**config.mk**
```make
export PLATFORM = sky130hd
export DESIGN_NAME = vend_ctrl
export DESIGN_NICKNAME = d
export VERILOG_FILES = /design/src/rtl/vend_ctrl.sv
export SDC_FILE = /design/constraint.sdc
export NUM_CORES = 1
export LEC_CHECK = 0
export ABC_CLOCK_PERIOD_IN_PS = 3900
export BUFFER_PORTS_ARGS = -buffer_cell sky130_fd_sc_hd__buf_2
export CAP_MARGIN = 10
export CORE_MARGIN = 4
export CORE_UTILIZATION = 54
export CTS_BUF_LIST = sky130_fd_sc_hd__clkbuf_16
export DETAILED_ROUTE_END_ITERATION = 7
export PLACE_DENSITY_LB_ADDON = 0.15
export SYNTH_ARGS = -nofsm -noshare
export SYNTH_HDL_FRONTEND = slang
export SYNTH_SLANG_ARGS = --single-unit
```
**constraint.sdc**
```tcl
create_clock -name clk -period 3.9 [get_ports clk]
set_input_delay 0.78 -clock clk [delete_from_list [all_inputs] [get_ports clk]]
set_output_delay 0.78 -clock clk [all_outputs]
set_load 0.02 [all_outputs]
```
**src/rtl/vend_ctrl.sv**
```systemverilog
`default_nettype none
// ============================================================================
//  Module   : vend_ctrl
//  Purpose  : Multi-item vending controller with credit, per-item stock and
//             change datapath. Accepts valued coins, an item selection and a
//             cancel request. Holds credit up to MAX_CREDIT, dispenses the
//             selected item and returns change as a single-cycle pulse.
//  Ports    : clk, rst                - clock, synchronous active-high reset
//             coin_valid, coin_val    - coin presented this cycle and its value
//             sel_valid, sel          - item selection request and index
//             cancel                  - return all credit
//             restock                 - reload every stock counter
//             prices                  - packed price table, item i at [i*VAL_W +: VAL_W]
//             credit                  - current credit
//             coin_rej                - coin rejected this cycle
//             disp, disp_item         - dispense pulse and item index
//             chg_valid, chg_amt      - change pulse and amount (0 when idle)
//             err_insuf, err_empty    - selection refused (credit / sold out)
//             sold_out                - bit i set when item i has no stock
//             busy                    - controller not in its idle WAIT state
//  Revision : 1.0 - initial release
// ============================================================================
module vend_ctrl #(
    parameter int VAL_W      = 8,
    parameter int N_ITEMS    = 4,
    parameter int SEL_W      = 2,
    parameter int STOCK_W    = 4,
    parameter int STOCK_INIT = 10,
    parameter int MAX_CREDIT = 200
) (
    input  logic                     clk,
    input  logic                     rst,
    input  logic                     coin_valid,
    input  logic [VAL_W-1:0]         coin_val,
    input  logic                     sel_valid,
    input  logic [SEL_W-1:0]         sel,
    input  logic                     cancel,
    input  logic                     restock,
    input  logic [N_ITEMS*VAL_W-1:0] prices,
    output logic [VAL_W-1:0]         credit,
    output logic                     coin_rej,
    output logic                     disp,
    output logic [SEL_W-1:0]         disp_item,
    output logic                     chg_valid,
    output logic [VAL_W-1:0]         chg_amt,
    output logic                     err_insuf,
    output logic                     err_empty,
    output logic [N_ITEMS-1:0]       sold_out,
    output logic                     busy
);

    typedef enum logic [2:0] {
        ST_INIT   = 3'd0,
        ST_WAIT   = 3'd1,
        ST_ADD    = 3'd2,
        ST_CHECK  = 3'd3,
        ST_DISP   = 3'd4,
        ST_CHANGE = 3'd5
    } state_t;

    localparam logic [VAL_W:0]     c_max_credit = (VAL_W+1)'(MAX_CREDIT);
    localparam logic [STOCK_W-1:0] c_stock_init = STOCK_W'(STOCK_INIT);

    state_t             r_state;
    state_t             w_state_nxt;
    logic [VAL_W-1:0]   r_credit;
    logic [VAL_W-1:0]   r_coin;
    logic [SEL_W-1:0]   r_sel;
    logic [STOCK_W-1:0] r_stock [N_ITEMS];

    logic [VAL_W-1:0]   w_price_arr [N_ITEMS];
    logic [VAL_W-1:0]   w_price;
    logic [VAL_W:0]     w_sum;
    logic               w_over;
    logic               w_empty;
    logic               w_insuf;
    logic               w_sel_ok;
    logic               w_take_coin;
    logic               w_take_sel;

    generate
        for (genvar gi = 0; gi < N_ITEMS; gi++) begin : g_item
            assign w_price_arr[gi] = prices[gi*VAL_W +: VAL_W];
            assign sold_out[gi]    = (r_stock[gi] == '0);
        end
    endgenerate

    assign w_price = w_price_arr[r_sel];

    // One extra bit so the ceiling test cannot be fooled by wrap-around.
    assign w_sum   = {1'b0, r_credit} + {1'b0, r_coin};
    assign w_over  = (w_sum > c_max_credit);
    assign w_empty = (r_stock[r_sel] == '0);
    assign w_insuf = (r_credit < w_price);

    // WAIT request decode, priority cancel > coin > selection.
    assign w_sel_ok    = (int'(sel) < N_ITEMS);
    assign w_take_coin = !cancel && coin_valid;
    assign w_take_sel  = !cancel && !coin_valid && sel_valid && w_sel_ok;

    assign credit = r_credit;
    assign busy   = (r_state != ST_WAIT);

    // ------------------------------------------------------------------
    // State register
    // ------------------------------------------------------------------
    always_ff @(posedge clk) begin
        if (rst) begin
            r_state <= ST_INIT;
        end else begin
            r_state <= w_state_nxt;
        end
    end

    // ------------------------------------------------------------------
    // Next-state and output decode
    // ------------------------------------------------------------------
    always_comb begin
        w_state_nxt = r_state;
        coin_rej    = 1'b0;
        disp        = 1'b0;
        disp_item   = '0;
        chg_valid   = 1'b0;
        chg_amt     = '0;
        err_insuf   = 1'b0;
        err_empty   = 1'b0;

        case (r_state)
            ST_INIT: begin
                w_state_nxt = ST_WAIT;
            end
            ST_WAIT: begin
                if (cancel) begin
                    if (r_credit != '0) begin
                        w_state_nxt = ST_CHANGE;
                    end
                end else if (w_take_coin) begin
                    w_state_nxt = ST_ADD;
                end else if (w_take_sel) begin
                    w_state_nxt = ST_CHECK;
                end
            end
            ST_ADD: begin
                coin_rej    = w_over;
                w_state_nxt = ST_WAIT;
            end
            ST_CHECK: begin
                if (w_empty) begin
                    err_empty   = 1'b1;
                    w_state_nxt = ST_WAIT;
                end else if (w_insuf) begin
                    err_insuf   = 1'b1;
                    w_state_nxt = ST_WAIT;
                end else begin
                    w_state_nxt = ST_DISP;
                end
            end
            ST_DISP: begin
                disp        = 1'b1;
                disp_item   = r_sel;
                // Any remainder after paying goes back as change.
                w_state_nxt = (r_credit != w_price) ? ST_CHANGE : ST_INIT;
            end
            ST_CHANGE: begin
                chg_valid   = 1'b1;
                chg_amt     = r_credit;
                w_state_nxt = ST_INIT;
            end
            default: begin
                w_state_nxt = ST_INIT;
            end
        endcase

        // A coin that arrives while the controller is occupied is bounced.
        if (coin_valid && (r_state != ST_WAIT)) begin
            coin_rej = 1'b1;
        end
    end

    // ------------------------------------------------------------------
    // Credit, latched coin and latched selection
    // ------------------------------------------------------------------
    always_ff @(posedge clk) begin
        if (rst) begin
            r_credit <= '0;
            r_coin   <= '0;
            r_sel    <= '0;
        end else begin
            case (r_state)
                ST_INIT: begin
                    r_credit <= '0;
                end
                ST_WAIT: begin
                    if (w_take_coin) begin
                        r_coin <= coin_val;
                    end
                    if (w_take_sel) begin
                        r_sel <= sel;
                    end
                end
                ST_ADD: begin
                    if (!w_over) begin
                        r_credit <= w_sum[VAL_W-1:0];
                    end
                end
                ST_DISP: begin
                    r_credit <= r_credit - w_price;
                end
                ST_CHANGE: begin
                    r_credit <= '0;
                end
                default: begin
                end
            endcase
        end
    end

    // ------------------------------------------------------------------
    // Per-item stock. Restock overrides a same-cycle dispense decrement;
    // DISP is only reached with non-zero stock, so no underflow guard.
    // ------------------------------------------------------------------
    always_ff @(posedge clk) begin
        for (int i = 0; i < N_ITEMS; i++) begin
            if (rst || restock) begin
                r_stock[i] <= c_stock_init;
            end else if ((r_state == ST_DISP) && (r_sel == SEL_W'(i))) begin
                r_stock[i] <= r_stock[i] - STOCK_W'(1);
            end
        end
    end

endmodule
`default_nettype wire

```
==> PnR_summary.wiki, run 1 <==
{| class="wikitable"
! Metric !! Value
|-
| Element type at the critical path end || output pin
|-
| RR Endpoint || r_state[0]
|-
| Cts-stage hold buffer count || 0
|-
| Number of top-level pins || 76
|-
| Crit path kind || reg2out
|-
| Total number of placement rows || 26
|-
| Initial cell density of the core || 0.5643
|-
| Master cell of the clock root buffer || clkbuf_16
|-
| Top post-synthesis cells by count || 30 x nor2_1, 29 x inv_1, 23 x dfxtp_1
|-
| Final #Nets || 474
|-
| Clock Skews || 0.004875 ns
|-
| DIE AREA || 0.006646 sq mm
|-
| Detail-routed net length per standard cell || 16.07 um
|-
| Setup violations, final || 0
|-
| Area growth from synthesis to layout || 22.20%
|-
| Endpoint arrival time on the critical path || 2.91 ns
|-
| Data required time of the worst path || 3.12 ns
|-
| Launch point of the critical path || r_sel[0]
|-
| Buffers from clock root to sink, at most || 2
|-
| Status || finished, final reports clean
|-
| Classification of the worst-slack hold path || reg2reg
|-
| Worst R2R Start || r_sel[0]
|-
| Post-synthesis register bit count || 39
|-
| X dimension of the die || 81.53 um
|-
| IO Port Bufs || 75
|-
| RSZ-0062 raised after global routing || false
|-
| Highest net fanout along the worst path || 7
|-
| Total overflow reported by the global router || 0
|-
| Count of endpoints failing hold in the final timing report || 0
|-
| Power density of the placed cells || 347.6 mW/mm^2
|-
| Area taken by multi-input logic gates || 0.001834 sq mm
|-
| Number of routed nets with antenna violations || 0
|-
| Number of warning messages in the yosys log || 0
|-
| Placeable Area || 0.005172 sq mm
|-
| Element type at the critical path start || register
|-
| Worst supply voltage drop on vdd || 0.2737 mV
|-
| Number of cells produced by synthesis || 324
|-
| Router iterations before antenna repair || 4
|-
| Post-synth top area cell || edfxtp_1
|-
| Post-placement cell area || 0.003400 sq mm
|-
| Final cell count without fillers || 475
|-
| Final-layout fill cell count || 455
|-
| H-tree levels || 2
|-
| Total power after layout || 1.240 mW
|-
| Least-Margin Pin Slew || 0.7288 ns
|-
| Clock transition at the registers of the reported paths || 0.06 ns
|-
| HPWL after detailed placement || 6.069 mm
|-
| Initial antenna violation count || 0
|-
| Post-synth EDFFs || 16
|-
| Worst reg2reg setup slack || 0.96 ns
|-
| Critical path endpoint || err_insuf
|-
| Area occupied by registers || 940.9 sq um
|-
| Setup Buffers After CTS || 0
|-
| Global Route met2 Usage || 0.3713
|-
| Die Span Y || 81.53 um
|-
| Max-Cap Viols || 0
|-
| Met3 Usage GRT || 0.05373
|-
| Vias || 2766
|-
| Summed area of non-filler cells in the final layout || 0.003567 sq mm
|-
| Total DRC errors in the routed layout || 0
|-
| Cell types with the largest area share after synthesis || edfxtp_1 16%, dfxtp_1 16%, ha_1 8.6%, mux4_2 6.2%, nor2_1 3.9%
|-
| Clock period minus final worst setup slack || 3.691 ns
|-
| Timing-limited maximum frequency || 0.2709 GHz
|-
| Clock buffers created by TritonCTS || 5
|-
| Global route hottest layer || met2
|-
| Clock insertion delay at the later pin of the skew report || 0.28 ns
|-
| Avg Synthesized Cell Area || 9.009 sq um
|-
| Number of cells in the design after placement || 467
|-
| Initial DRC count || 285
|-
| TNS Setup || 0 ns
|-
| Proportion of layout cells with a drive suffix above 1 || 0.2642
|-
| Portion of synthesized cell area occupied by the leading cell type || 0.1646
|-
| GRT met1 Usage || 0.3555
|-
| Dominant cell by count in the synthesized netlist || nor2_1
|-
| Count of different cell masters after synthesis || 59
|-
| Synth Cell Area || 0.002919 sq mm
|-
| Pin count of the biggest net entering global routing || 17
|-
| Ant diodes || 0
|-
| Cell count of the worst reg-to-reg path || 9
|-
| Gates resized, CTS repair || 0
|-
| TritonCTS clock tree || done
|-
| Synth Net Count || 394
|-
| Via count of the first global-routing pass || 2576
|-
| Relative slew margins || 0.5123
|-
| Final weighted congestion in routability-driven placement || 0.9181
|-
| Part of the Yosys area used for sequential elements || 0.3223
|-
| Final wirelength || 7.635 mm
|-
| Final Cycle Share || 0.9464
|-
| Slew Viols, Final || 0
|-
| Most used DFF post-synth || dfxtp_1
|-
| Async SR Flop Fraction || 0
|-
| Global-route wire length before repair || 12.36 mm
|-
| Number of sinks handled by clock tree synthesis || 39
|-
| Routed via count divided by cell count || 5.823
|-
| All-layer global routing usage || 0.2455
|-
| Leak || 1.613 nW
|}
==> cells by family after synthesis <==
family	Yosys count	share of synthesized area
multiplexers	12	0.07587
XOR/XNOR	13	0.03901
AO/OA/AOI/OAI	81	0.2002
flip-flops	39	0.3223
buffers and inverters	38	0.04929
adder cells (fa/ha/maj)	22	0.09944
AND/OR/NAND/NOR	119	0.2139
==> worst min path at each step <==
| stage | depth (start not counted) | end | startpoint | slack (ns) |
|---|---|---|---|---|
| final | 2 | r_coin[6] | r_coin[6] | 0.46 |
| after global routing | 2 | r_coin[3] | r_coin[3] | 0.49 |
| after CTS | 2 | r_coin[6] | r_coin[6] | 0.47 |
| after detailed placement | 2 | r_coin[6] | r_coin[6] | 0.46 |
| after global placement | 2 | r_coin[6] | r_coin[6] | 0.45 |
| after floorplan | 2 | r_coin[0] | r_coin[0] | 0.44 |
==> per-layer routing <==
| layer | wire (um) | vias to the layer above |
|---|---|---|
| li1 | - | 1371 |
| met1 | 3513 | 1295 |
| met2 | 3428 | 94 |
| met3 | 611 | 6 |
| met4 | 82 | 0 |
| met5 | 0 | - |
==> critical path, cell delays in order (launching register included) <==
cell and delay [ns]:
dfxtp_1 0.60, mux4_2 0.57, inv_1 0.09, ha_1 0.28
a21o_1 0.20, a21oi_1 0.27, o221ai_1 0.20, nor3b_1 0.22
buf_2 0.20
==> cells in the final DEF, fill, tap and decap left out, types with 7 or more instances in the layout <==
| cell type | n |
|---|---|
| inv_1 | 29 |
| nor2_1 | 30 |
| buf_4 | 7 |
| mux4_2 | 8 |
| nand3_1 | 13 |
| nor3b_1 | 7 |
| xnor2_1 | 10 |
| edfxtp_1 | 16 |
| o21ai_0 | 15 |
| buf_2 | 75 |
| nand2_1 | 22 |
| dfxtp_1 | 23 |
| ha_1 | 20 |
| and2_1 | 11 |
| or3_1 | 7 |
| a21oi_1 | 15 |
| nor4_1 | 7 |
==> cell type report <==
class                      count  share of cell area
multi-input combinational    247              0.5142
sequential                    39              0.2638
timing repair buffer          82              0.1200
clock buffer                   6             0.04209
inverter                      29             0.03052
tap                           70             0.02455
clock inverter                 2            0.004911
==> report_power, final <==
| part | internal (mW) | switching (mW) | total (mW) |
|---|---|---|---|
| registers | 0.444 | 0.0266 | 0.471 |
| logic | 0.136 | 0.184 | 0.319 |
| clock network | 0.279 | 0.171 | 0.450 |
| total | 0.859 | 0.381 | 1.24 |
==> flip-flops by register name, summed over array words and instances, names as in the netlist, named ones only <==
signal / flops
r_sel: 2
r_stock: 16
credit: 8
r_coin: 8
r_state: 3
==> per-stage QoR <==
step / worst slack, ns / util / hold WS [ns]
global route: 0.008538 / 0.6896 / 0.4942
floorplan: 0.3645 / - / 0.4400
finish: 0.2091 / 0.6896 / 0.4647
detailed placement: 0.3369 / 0.6572 / 0.4605
CTS: 0.2023 / 0.6896 / 0.4690
global placement: 0.3495 / 0.6572 / 0.4501
Power figures use the tool's default switching activity.
==> inputs of run 2 (changes only) <==
- CORE_UTILIZATION: 54 -> 40
- SLEW_MARGIN: default -> 20
==> PnR_summary.wiki, run 2 (synthesis gave the netlist of run 1 again) <==
{| class="wikitable"
! Metric !! Value
|-
| Placeable Area || 0.006944 sq mm (+34%)
|-
| Number of sinks handled by clock tree synthesis || 39 (unchanged)
|-
| Internal portion of total power || 816.2 uW (-4.9%)
|-
| CP max stage cell || dfxtp_1
|-
| Endpoint arrival time on the critical path || 2.88 ns (-0.03 ns)
|-
| Global-route wire length before repair || 13.05 mm (+5.5%)
|-
| Pin count of the biggest net entering global routing || 17 (unchanged)
|-
| Hold path endpoint || r_coin[4]
|-
| Max-Cap Viols || 0 (unchanged)
|-
| Number of routed nets with antenna violations || 0 (unchanged)
|-
| Cell depth of the worst min-delay path || 2 (unchanged)
|-
| DIE AREA || 0.008728 sq mm (+31%)
|-
| Timing-limited maximum frequency || 0.2735 GHz (+0.94%)
|-
| TritonCTS clock tree || done
|-
| Ant diodes || 0 (unchanged)
|-
| Gates resized, CTS repair || 0 (unchanged)
|-
| Cell-by-cell trace of the critical path || buf_4, mux4_2, inv_1, ha_1, a21o_1, a21oi_1, o221ai_1, nor3b_1, buf_2
|-
| Element type at the critical path end || output pin
|-
| Top delay family on crit path || flip-flops
|-
| Initial cell density of the core || 0.4204 (-0.1440)
|-
| Crit path kind || reg2out
|-
| Worst supply voltage drop on vdd || 0.1911 mV (-30%)
|-
| Commonest cells after routing, fill and taps aside || 75 x buf_2, 30 x nor2_1, 29 x inv_1
|-
| X dimension of the die || 93.43 um (+15%)
|-
| Vias || 2801 (+1.3%)
|-
| Relative slew margins || 0.5318 (+0.01946)
|-
| Area growth from synthesis to layout || 22.80%
|-
| Final Cycle Share || 0.9376 (-0.008779)
|-
| Most common cell after layout, fill and taps aside || buf_2
|-
| Clock transition at the registers of the reported paths || 0.06 ns (about the same)
|-
| Proportion of layout cells with a drive suffix above 1 || 0.2660 (+0.001812)
|-
| Number of top-level pins || 76 (unchanged)
|-
| All-layer global routing usage || 0.1906 (-0.05490)
|-
| RSZ-0062 raised after global routing || false
|-
| Clock buffers created by TritonCTS || 5 (unchanged)
|-
| Final #Nets || 475 (+0.21%)
|-
| Setup Buffers After CTS || 0 (unchanged)
|-
| Router iterations before antenna repair || 4 (unchanged)
|-
| Element type at the critical path start || register
|-
| Power density of the placed cells || 334.8 mW/mm^2 (-3.7%)
|-
| Cts-stage hold buffer count || 0 (unchanged)
|-
| Top reg by flops || r_stock
|-
| Power share of the clock group || 0.340 (-0.023)
|-
| Number of flip-flops in the largest register || 16 (unchanged)
|-
| Highest net fanout along the worst path || 7 (unchanged)
|-
| Slew Viols, Final || 0 (unchanged)
|-
| Classification of the worst-slack hold path || reg2reg
|-
| Least-Margin Pin Slew || 0.6977 ns (-0.03118 ns)
|-
| TNS Setup || 0 ns (unchanged)
|-
| Data required time of the worst path || 3.12 ns (about the same)
|-
| Initial antenna violation count || 0 (unchanged)
|-
| Clock insertion delay at the later pin of the skew report || 0.29 ns (about the same)
|-
| Total power after layout || 1.200 mW (-3.2%)
|-
| Total number of placement rows || 30 (+15%)
|-
| RR Endpoint || r_state[0]
|-
| Clock period minus final worst setup slack || 3.657 ns (-0.03424 ns)
|-
| Buffers and inverters on the worst path || 3 (+1)
|-
| Worst R2R Start || r_sel[0]
|-
| Share of total power in sequential cells || 0.392 (+0.012)
|-
| Switch share || 0.3199 (+0.01232)
|-
| Switching power total || 383.9 uW (+0.65%)
|-
| Buffers from clock root to sink, at most || 2 (unchanged)
|-
| Proportion of power drawn by combinational gates || 0.268 (+0.011)
|-
| Total DRC errors in the routed layout || 0 (unchanged)
|-
| Detail-routed net length per standard cell || 16.30 um (+1.4%)
|-
| Routed via count divided by cell count || 5.580 (-4.2%)
|-
| Final weighted congestion in routability-driven placement || 0.8245 (-10%)
|-
| Initial DRC count || 130 (-54%)
|-
| Count of endpoints failing hold in the final timing report || 0 (unchanged)
|-
| H-tree levels || 2 (unchanged)
|-
| Clock Skews || 0.007096 ns (+0.002222 ns)
|-
| IO Port Bufs || 75 (unchanged)
|-
| Die Span Y || 93.43 um (+15%)
|-
| Maximum cell stage delay along the critical path || 0.55 ns (-0.05 ns)
|-
| Status || finished, final reports clean
|-
| Via count of the first global-routing pass || 2665 (+3.5%)
|-
| Setup violations, final || 0 (unchanged)
|-
| Leak || 1.602 nW (-0.70%)
|-
| Master cell of the clock root buffer || clkbuf_16
|-
| Source of the worst hold timing path || r_coin[4]
|-
| Total overflow reported by the global router || 0 (unchanged)
|-
| Cell count of the worst reg-to-reg path || 10 (+1)
|-
| Final wirelength || 8.183 mm (+7.2%)
|-
| Worst reg2reg setup slack || 1.06 ns (+0.10 ns)
|-
| HPWL after detailed placement || 6.511 mm (+7.3%)
|}
## run 2: area by class of cell
class,instances,area (sq um)
tap,96,120.1
clock buffer,5,125.1
multi-input combinational,247,1834
timing repair buffer,83,435.4
fill,671,3359
sequential,39,940.9
inverter,29,108.9
clock inverter,3,20.02
## run 2: worst max-delay path by stage
stage,start,end,slack [ns],cells after the start
finish,r_sel[0],err_insuf,0.24,9
floorplan,r_sel[0],err_insuf,0.36,9
CTS,r_sel[0],err_insuf,0.22,9
global route,r_sel[0],err_insuf,0.03,9
global placement,prices[26],err_insuf,0.34,9
detailed placement,prices[8],err_insuf,0.32,10
## run 2: worst min-delay path: cells and delay by family, from the launching register on
kind	cells	cell delay, ns
AND/OR/NAND/NOR	1	0.05
flip-flops	1	0.31
AO/OA/AOI/OAI	1	0.05
## run 2: power by group through the flow
stage	Sequential, mW	Combinational (mW)	Clock [mW]
finish	0.471	0.321	0.408
global route	0.474	0.357	0.433
CTS	0.471	0.320	0.418
detailed placement	0.480	0.318	0
global placement	0.480	0.315	0
floorplan	0.483	0.209	0
## run 2: metal layers
metal	vias up	part of all wire	track usage
li1	1375	-	-
met1	1319	0.45	0.2600
met2	95	0.46	0.3020
met3	12	0.074	0.04023
met4	0	0.015	0.05739
met5	-	0	0
## run 2: stage by stage
stage	hold WS (ns)	cell area (sq um)	utilization	worst slack (ns)	cells
2_1_floorplan	0.4400	2919	-	0.3645	324
3_3_place_gp	0.4516	3440	0.4953	0.3398	494
3_5_place_dp	0.4584	3440	0.4953	0.3245	494
4_1_cts	0.4661	3585	0.5162	0.2181	502
5_1_grt	0.4891	3585	0.5162	0.03457	502
6_report	0.4654	3585	0.5162	0.2434	502
